File: src/rtl/lock_controller.sv
`timescale 1ns/1ps
`default_nettype none
// ============================================================================
//  Module      : lock_controller
//  Description : Keypad door-lock controller. Synchronises the keypad enter
//                and delete levels, detects their rising edges and runs a
//                LOCKED / UNLOCKED / LOCKOUT state machine with a changeable
//                4-digit BCD code, a failure counter and shared timer.
//  Revision    : 1.0  initial release
// ============================================================================
module lock_controller #(
  parameter logic [15:0] DEFAULT_CODE   = 16'h1234,
  parameter int          MAX_FAIL       = 3,
  parameter int          LOCKOUT_CYCLES = 16,
  parameter int          UNLOCK_CYCLES  = 32
) (
  input  logic        clk,
  input  logic        reset,
  input  logic [15:0] password,
  input  logic        enter,
  input  logic        delete,
  input  logic [2:0]  digit_count,
  output logic        unlocked,
  output logic        alarm,
  output logic        error,
  output logic        pw_changed,
  output logic [1:0]  fail_count
);

  // Timer is shared by the lockout and unlock phases, so it must hold the
  // larger of the two load values.
  localparam int c_timer_max = (LOCKOUT_CYCLES > UNLOCK_CYCLES) ? LOCKOUT_CYCLES : UNLOCK_CYCLES;
  localparam int c_timer_w   = (c_timer_max > 0) ? $clog2(c_timer_max + 1) : 1;

  localparam logic [c_timer_w-1:0] c_lockout_load = c_timer_w'(LOCKOUT_CYCLES);
  localparam logic [c_timer_w-1:0] c_unlock_load  = c_timer_w'(UNLOCK_CYCLES);
  localparam logic [c_timer_w-1:0] c_timer_one    = c_timer_w'(1);
  localparam logic [c_timer_w-1:0] c_timer_zero   = '0;
  localparam logic [2:0]           c_max_fail     = 3'(MAX_FAIL);

  typedef enum logic [1:0] {
    ST_LOCKED   = 2'd0,
    ST_UNLOCKED = 2'd1,
    ST_LOCKOUT  = 2'd2
  } state_t;

  // --------------------------------------------------------------------------
  // Input synchronisation and edge detection
  // --------------------------------------------------------------------------
  logic       r_enter_s1;
  logic       r_enter_s2;
  logic       r_enter_s3;
  logic       r_delete_s1;
  logic       r_delete_s2;
  logic       r_delete_s3;
  logic [1:0] r_arm_cnt;
  logic       w_armed;
  logic       w_enter_ev;
  logic       w_delete_ev;

  // Two-flop synchronisers plus an edge flop; the arm counter suppresses the
  // false edge a level that was already high at reset release would create.
  always_ff @(posedge clk or posedge reset) begin
    if (reset) begin
      r_enter_s1  <= 1'b0;
      r_enter_s2  <= 1'b0;
      r_enter_s3  <= 1'b0;
      r_delete_s1 <= 1'b0;
      r_delete_s2 <= 1'b0;
      r_delete_s3 <= 1'b0;
      r_arm_cnt   <= 2'd0;
    end else begin
      r_enter_s1  <= enter;
      r_enter_s2  <= r_enter_s1;
      r_enter_s3  <= r_enter_s2;
      r_delete_s1 <= delete;
      r_delete_s2 <= r_delete_s1;
      r_delete_s3 <= r_delete_s2;
      if (r_arm_cnt != 2'd3) begin
        r_arm_cnt <= r_arm_cnt + 2'd1;
      end
    end
  end

  // Edge flop only carries real history once it has been loaded from a
  // synchronised sample, which is after the third post-reset edge.
  assign w_armed     = (r_arm_cnt == 2'd3);
  assign w_enter_ev  = w_armed & r_enter_s2  & ~r_enter_s3;
  assign w_delete_ev = w_armed & r_delete_s2 & ~r_delete_s3;

  // --------------------------------------------------------------------------
  // Entry qualification
  // --------------------------------------------------------------------------
  logic [15:0] r_code;
  logic        w_digits_ok;
  logic        w_entry_valid;
  logic        w_code_match;

  assign w_digits_ok   = (password[15:12] <= 4'd9) && (password[11:8] <= 4'd9) &&
                         (password[7:4]   <= 4'd9) && (password[3:0]  <= 4'd9);
  assign w_entry_valid = (digit_count >= 3'd4) && w_digits_ok;
  assign w_code_match  = (password == r_code);

  // --------------------------------------------------------------------------
  // Main state machine
  // --------------------------------------------------------------------------
  state_t                 r_state;
  state_t                 w_state_nxt;
  logic [15:0]            w_code_nxt;
  logic [c_timer_w-1:0]   r_timer;
  logic [c_timer_w-1:0]   w_timer_nxt;
  logic [1:0]             r_fail;
  logic [1:0]             w_fail_nxt;
  logic [2:0]             w_fail_inc;
  logic                   w_timer_done;
  logic                   w_error_nxt;
  logic                   w_pw_changed_nxt;
  logic                   r_error;
  logic                   r_pw_changed;
  logic                   r_unlocked;
  logic                   r_alarm;

  assign w_fail_inc   = {1'b0, r_fail} + 3'd1;
  // A timer value of 1 means this is the last cycle of the phase; testing
  // "<= 1" also keeps a zero load from ever wrapping.
  assign w_timer_done = (r_timer <= c_timer_one);

  // Next-state, code, timer, failure count and pulse outputs.
  always_comb begin
    w_state_nxt      = r_state;
    w_code_nxt       = r_code;
    w_timer_nxt      = r_timer;
    w_fail_nxt       = r_fail;
    w_error_nxt      = 1'b0;
    w_pw_changed_nxt = 1'b0;

    case (r_state)
      ST_LOCKED: begin
        // A simultaneous delete swallows the enter event.
        if (w_enter_ev && !w_delete_ev) begin
          if (w_entry_valid && w_code_match) begin
            w_state_nxt = ST_UNLOCKED;
            w_fail_nxt  = 2'd0;
            w_timer_nxt = c_unlock_load;
          end else begin
            w_error_nxt = 1'b1;
            if (w_fail_inc >= c_max_fail) begin
              w_state_nxt = ST_LOCKOUT;
              w_fail_nxt  = 2'd0;
              w_timer_nxt = c_lockout_load;
            end else begin
              w_fail_nxt = w_fail_inc[1:0];
            end
          end
        end
      end

      ST_UNLOCKED: begin
        if (w_delete_ev) begin
          w_state_nxt = ST_LOCKED;
          w_timer_nxt = c_timer_zero;
        end else if (w_enter_ev && w_entry_valid) begin
          w_code_nxt       = password;
          w_pw_changed_nxt = 1'b1;
          w_timer_nxt      = c_unlock_load;
        end else begin
          // An invalid entry is flagged but does not disturb the countdown.
          w_error_nxt = w_enter_ev;
          if (w_timer_done) begin
            w_state_nxt = ST_LOCKED;
            w_timer_nxt = c_timer_zero;
          end else begin
            w_timer_nxt = r_timer - c_timer_one;
          end
        end
      end

      ST_LOCKOUT: begin
        if (w_timer_done) begin
          w_state_nxt = ST_LOCKED;
          w_timer_nxt = c_timer_zero;
        end else begin
          w_timer_nxt = r_timer - c_timer_one;
        end
      end

      default: begin
        w_state_nxt = ST_LOCKED;
        w_timer_nxt = c_timer_zero;
        w_fail_nxt  = 2'd0;
      end
    endcase
  end

  // State, datapath and registered outputs; reset restores the factory code.
  always_ff @(posedge clk or posedge reset) begin
    if (reset) begin
      r_state      <= ST_LOCKED;
      r_code       <= DEFAULT_CODE;
      r_timer      <= c_timer_zero;
      r_fail       <= 2'd0;
      r_error      <= 1'b0;
      r_pw_changed <= 1'b0;
      r_unlocked   <= 1'b0;
      r_alarm      <= 1'b0;
    end else begin
      r_state      <= w_state_nxt;
      r_code       <= w_code_nxt;
      r_timer      <= w_timer_nxt;
      r_fail       <= w_fail_nxt;
      r_error      <= w_error_nxt;
      r_pw_changed <= w_pw_changed_nxt;
      r_unlocked   <= (w_state_nxt == ST_UNLOCKED);
      r_alarm      <= (w_state_nxt == ST_LOCKOUT);
    end
  end

  assign unlocked   = r_unlocked;
  assign alarm      = r_alarm;
  assign error      = r_error;
  assign pw_changed = r_pw_changed;
  assign fail_count = r_fail;

endmodule
`default_nettype wire
File: config.mk
export PLATFORM = sky130hd
export DESIGN_NAME = lock_controller
export DESIGN_NICKNAME = d
export VERILOG_FILES = /design/src/rtl/lock_controller.sv
export SDC_FILE = /design/constraint.sdc
export NUM_CORES = 1
export LEC_CHECK = 0
export CAP_MARGIN = 5
export CORE_MARGIN = 2
export CORE_UTILIZATION = 35
export CTS_BUF_LIST = sky130_fd_sc_hd__clkbuf_8
export CTS_CLUSTER_DIAMETER = 120
export CTS_CLUSTER_SIZE = 8
export DETAILED_ROUTE_END_ITERATION = 16
export GPL_TIMING_DRIVEN = 1
export PLACE_DENSITY = 0.59
export RECOVER_POWER = 50
export SETUP_SLACK_MARGIN = 0.4
export SLEW_MARGIN = 10
export SYNTH_ARGS = -nofsm -noshare
export SYNTH_HDL_FRONTEND = slang
export SYNTH_SLANG_ARGS = --single-unit
File: constraint.sdc
create_clock -name clk -period 6.02 [get_ports clk]
set_input_delay 0.602 -clock clk [delete_from_list [all_inputs] [get_ports clk]]
set_output_delay 0.602 -clock clk [all_outputs]
set_load 0.1 [all_outputs]
# Word-level counts from Yosys, hierarchy flattened
# Cells that the tools add are included.
op_classes:
  addsub: 3
  multipliers: 0
  n_div: 0
  order_cmp: 7
  eq_ne: 9
  n_shift: 0
  muxes: 26
  bitwise: 8
  n_reduce_logical: 13
ops:
  columns: ["cell", "count"]
  rows:
  - ["$mux W6", 6]
  - ["$mux W2", 9]
  - ["$pmux W6 S3", 1]
  - ["$eq A16 B16 Y1", 1]
  - ["$le A4 B4 Y1 const B", 4]
  - ["$logic_and A1 B1 Y1", 7]
  - ["$mux W1", 7]
  - ["$eq A2 B2 Y1 const B", 3]
  - ["$le A6 B1 Y1 const B", 1]
  - ["$pmux W2 S3", 1]
  - ["$sub A6 B1 Y6 const B", 1]
  - ["$and A1 B1 Y1", 4]
  - ["$eq A2 B1 Y1 const B", 2]
  - ["$ne A2 B2 Y1 const B", 2]
  - ["$not A1 Y1", 4]
  - ["$pmux W2 S2", 1]
  - ["$reduce_and A2 Y1", 2]
  - ["$add A2 B1 Y3 const B", 1]
  - ["$ge A3 B2 Y1 const B", 1]
  - ["$ge A3 B3 Y1 const B", 1]
  - ["$ne A3 B3 Y1 const B", 1]
  - ["$reduce_and A3 Y1", 1]
  - ["$add A2 B1 Y2 const B", 1]
  - ["$logic_not A2 Y1", 1]
  - ["3 further kinds", 3]
totals:
  regBits: 38
  latchBits: 0
  mem_bits_rw: 0
  rom_bits: 0
  in_bits: 23
  out_inout_bits: 6
  word_cells: 81
  n_memories: 0

# Depth between registers and ports, before layout
logic_depth:
  ltp_word: 10
  depth_mapped: 8

# Least setup slack after synthesis
# Ideal clock, no wire load.
synth_path:
  kind: "input to register"
  startpoint: "input password[9]"
  endpoint: "register r_code[0]"
  t_arrival_ns: 1.896
  required_ns: 5.895
  slack_ns: 4.000
  stages: 6
  n_path_buf: 2
  path_cell_list: "o21ai_2 > nand4_4 > nor4_2 > buf_2 > buf_4 > mux2_2"
synth_between:
  elab_chain_len: 7
synth_lines:
  columns: ["element", "line", "text"]
  rows:
  - ["start: declaration", "19", "input logic [15:0] password,"]
  - ["$le A4 B4 Y1", "99", "assign w_digits_ok = (password[15:12] <= 4'd9) && (password[11:8] <= 4'd9) &&"]
  - ["$logic_and A1 B1 Y1 (2 in series)", "99", null]
  - ["$logic_and A1 B1 Y1", "100", "(password[7:4] <= 4'd9) && (password[3:0] <= 4'd9);"]
  - ["$logic_and A1 B1 Y1", "101", "assign w_entry_valid = (digit_count >= 3'd4) && w_digits_ok;"]
  - ["$logic_and A1 B1 Y1", "162", "end else if (w_enter_ev && w_entry_valid) begin"]
  - ["$reduce_and A3 Y1 (no line)", null, null]
  - ["end signal: assignment", "208", "r_code <= w_code_nxt;"]
  - ["end: declaration", "94", "logic [15:0] r_code;"]
# Every way passes these cells.
# A chain may end at the register's enable or synchronous reset.

==> flow_summary.ini <==
[outcome]
outcome = finished with violations
violations = capacitance limit, slew limit

[floorplan]
row_count = 27
die_w_um = 78.8
die_h_um = 78.8
dieArea_sq_mm = 0.00622
core-area_sq_mm = 0.00547
io_pins = 29
start_util = 0.358

[timing]
period_share = 0.436
setup_slack_ps = 3390
finClkSkew_ps = 6.48
tns_ps = 0
slew_violations = 39
setup_viol = 0
fmax_mhz = 381
relSlewSlack = -0.347
grt_setup_unrepaired = no
hold_violations = 0
period_needed_ps = 2630
worst_pin_slew_ps = 2020

[pwr]
p_int_w = 0.000559
seq_power_share = 0.375
comb_power_share = 0.314
vdd_drop_max_uv = 230
leakage_nw = 1.02
clock_power_share = 0.311
power_density_mw_per_mm2 = 345
switching_share = 0.339
p_switching_w = 0.000286

[clock_tree]
cts.sinks = 38
htreeDepth = 2
cts_tree = yes
insertion_delay_ps = 300
clockRootBuffer = clkbuf_8
clk_pin_slew_ps = 80
cts_made_buffers = 5
ctsHoldBuffers = 0
clockBufferDepth = 2
cts_setup_buffers = 0
postCtsResizedCells = 0

[synth]
ys_ff_latch = 38
syn_area_sq_mm = 0.00196
synthCells = 166
synth_top_flop_cell = dfrtp_1
synth_cell_types = 42
yosys_warnings = 0
ys_seq_area_frac = 0.488
avgSynthCellArea_sq_um = 11.8
async_flop_share = 1.00
synth_edf_count = 0
syn_nets = 196

[detailed_routing]
vias = 1325
vias_per_cell = 4.89
routed_wl_um = 3690
wl_per_cell_um = 13.6
drc_errors = 0
first_pass_iters = 4
drt_iter0_drc = 128
ant_nets = 0

[critical_path]
cp-end-kind = async pin
reg2reg_slack_ps = 3920
rr_startpoint = r_arm_cnt[0]
path_max_fanout = 38
timing.rr.end = r_code[15]
cp.arrival_ps = 2630
worstRegToRegCells = 6
worstSetupPathType = input pin to async pin
crit_required_ps = 6030
start_kind = input pin

[cells_and_area]
nFillCells = 529
area_delta_synth_final_pct = 25.1
final_area_sq_mm = 0.00245
fin_nets = 228
final_common_cell = dfrtp_1
layout_common_cells = dfrtp_1 (33), clkdlybuf4s50_1 (23), mux2_2 (18), xnor2_1 (18), nand2_1 (10)
diodes = 0
layout-drive-gt1-share = 0.221

[global_routing]
grt.busiest_layer = met2
grt_overflow = 0
grt_pass1_wl_um = 6380
antenna_found_initial = 0
grtUsageMet3 = 0.0330
grt_use_met2 = 0.223
grt_use_met1 = 0.169
grt_pass1_vias = 1376
grt_max_degree = 39
gr-usage-all-layers = 0.135

[placed_design]
gp_congestion = 0.799
port_buffers = 26
dp.final_hpwl_um = 2660
placed_area_sq_mm = 0.00232
dp_slack_ps = 3310

[min_path]
hold_path_class = flip-flop to flip-flop
hold-path-endpoint = r_enter_s2
holdCritStartpoint = r_enter_s1
worstHoldPathCells = 0

[job]
cap_violations = 1
[worst max-delay path, stage by stage]
cell           delay, ps
dlygate4sd3_1        530
inv_1                 50
clkbuf_1            1430
[layer usage]
metal | routed length, um | vias up | part of all wire
li1 | - | 654 | -
met1 | 1690 | 639 | 0.46
met2 | 1800 | 24 | 0.49
met3 | 117 | 8 | 0.032
met4 | 77 | 0 | 0.021
met5 | 0 | - | 0
[synthesized netlist by cell type, drive strengths merged (3+ instances only)]
| master | number | share of area |
|---|---|---|
| a21oi | 7 | 0.018 |
| a22o | 3 | 0.015 |
| dfrtp | 33 | 0.42 |
| dfstp | 5 | 0.067 |
| ha | 7 | 0.045 |
| inv | 7 | 0.013 |
| mux2 | 18 | 0.10 |
| nand2 | 10 | 0.019 |
| nand2b | 3 | 0.0096 |
| nand3 | 3 | 0.0077 |
| nand4 | 6 | 0.027 |
| nor2 | 8 | 0.015 |
| nor3 | 3 | 0.0077 |
| o21ai | 7 | 0.026 |
| xnor2 | 18 | 0.080 |
[flip-flops by register name, indices dropped and copies added, names as in the netlist]
register     flops
alarm            1
error            1
fail_count       2
pw_changed       1
r_arm_cnt        2
r_code          16
r_delete_s1      1
r_delete_s2      1
r_delete_s3      1
r_enter_s1       1
r_enter_s2       1
r_enter_s3       1
r_state          2
r_timer          6
unlocked         1
[power groups by stage]
stage          sequential, W  combinational, W  clock, W
3_3_place_gp        0.000320          0.000266         0
3_5_place_dp        0.000321          0.000267         0
6_report            0.000317          0.000265  0.000263
5_1_grt             0.000322          0.000293  0.000281
4_1_cts             0.000317          0.000269  0.000268
2_1_floorplan       0.000377          0.000143         0
[cell type report]
| cell class | instances | area, sq um | area share |
|---|---|---|---|
| Timing Repair Buffer | 28 | 272 | 0.111 |
| Clock inverter | 3 | 68.8 | 0.0281 |
| Multi-Input combinational cell | 118 | 970 | 0.395 |
| Tap cell | 72 | 90.1 | 0.0367 |
| Clock buffer | 5 | 68.8 | 0.0281 |
| Sequential cell | 38 | 957 | 0.390 |
| Inverter | 7 | 26.3 | 0.0107 |
[through the flow]
step	total power, W	util	std cells	hold WS [ps]
detailed placement	0.000589	0.424	263	348
CTS	0.000854	0.449	271	365
global placement	0.000586	0.424	263	336
global route	0.000896	0.448	271	364
floorplan	0.000520	-	166	331
finish	0.000845	0.448	271	359
[worst max-delay path by stage]
| stage | endpoint | depth (start not counted) | start | slack [ps] |
|---|---|---|---|---|
| floorplan | r_code[0] | 6 | password[9] | 4000 |
| global placement | r_timer[4] | 7 | password[5] | 3310 |
| detailed placement | r_timer[4] | 7 | password[5] | 3310 |
| CTS | fail_count[1] | 1 | fail_count[1] | 3540 |
| global route | r_code[13] | 3 | reset | 2870 |
| finish | r_timer[2] | 3 | reset | 3390 |
[logic make-up after synthesis]
logic type      share of synthesized area
simple gates                        0.143
flops                               0.488
compound gates                      0.114
xor+xnor                           0.0849
mux                                 0.103
buf+inv                            0.0217
fa+ha+maj                          0.0447
No activity file was read; power rests on OpenSTA's default activity.
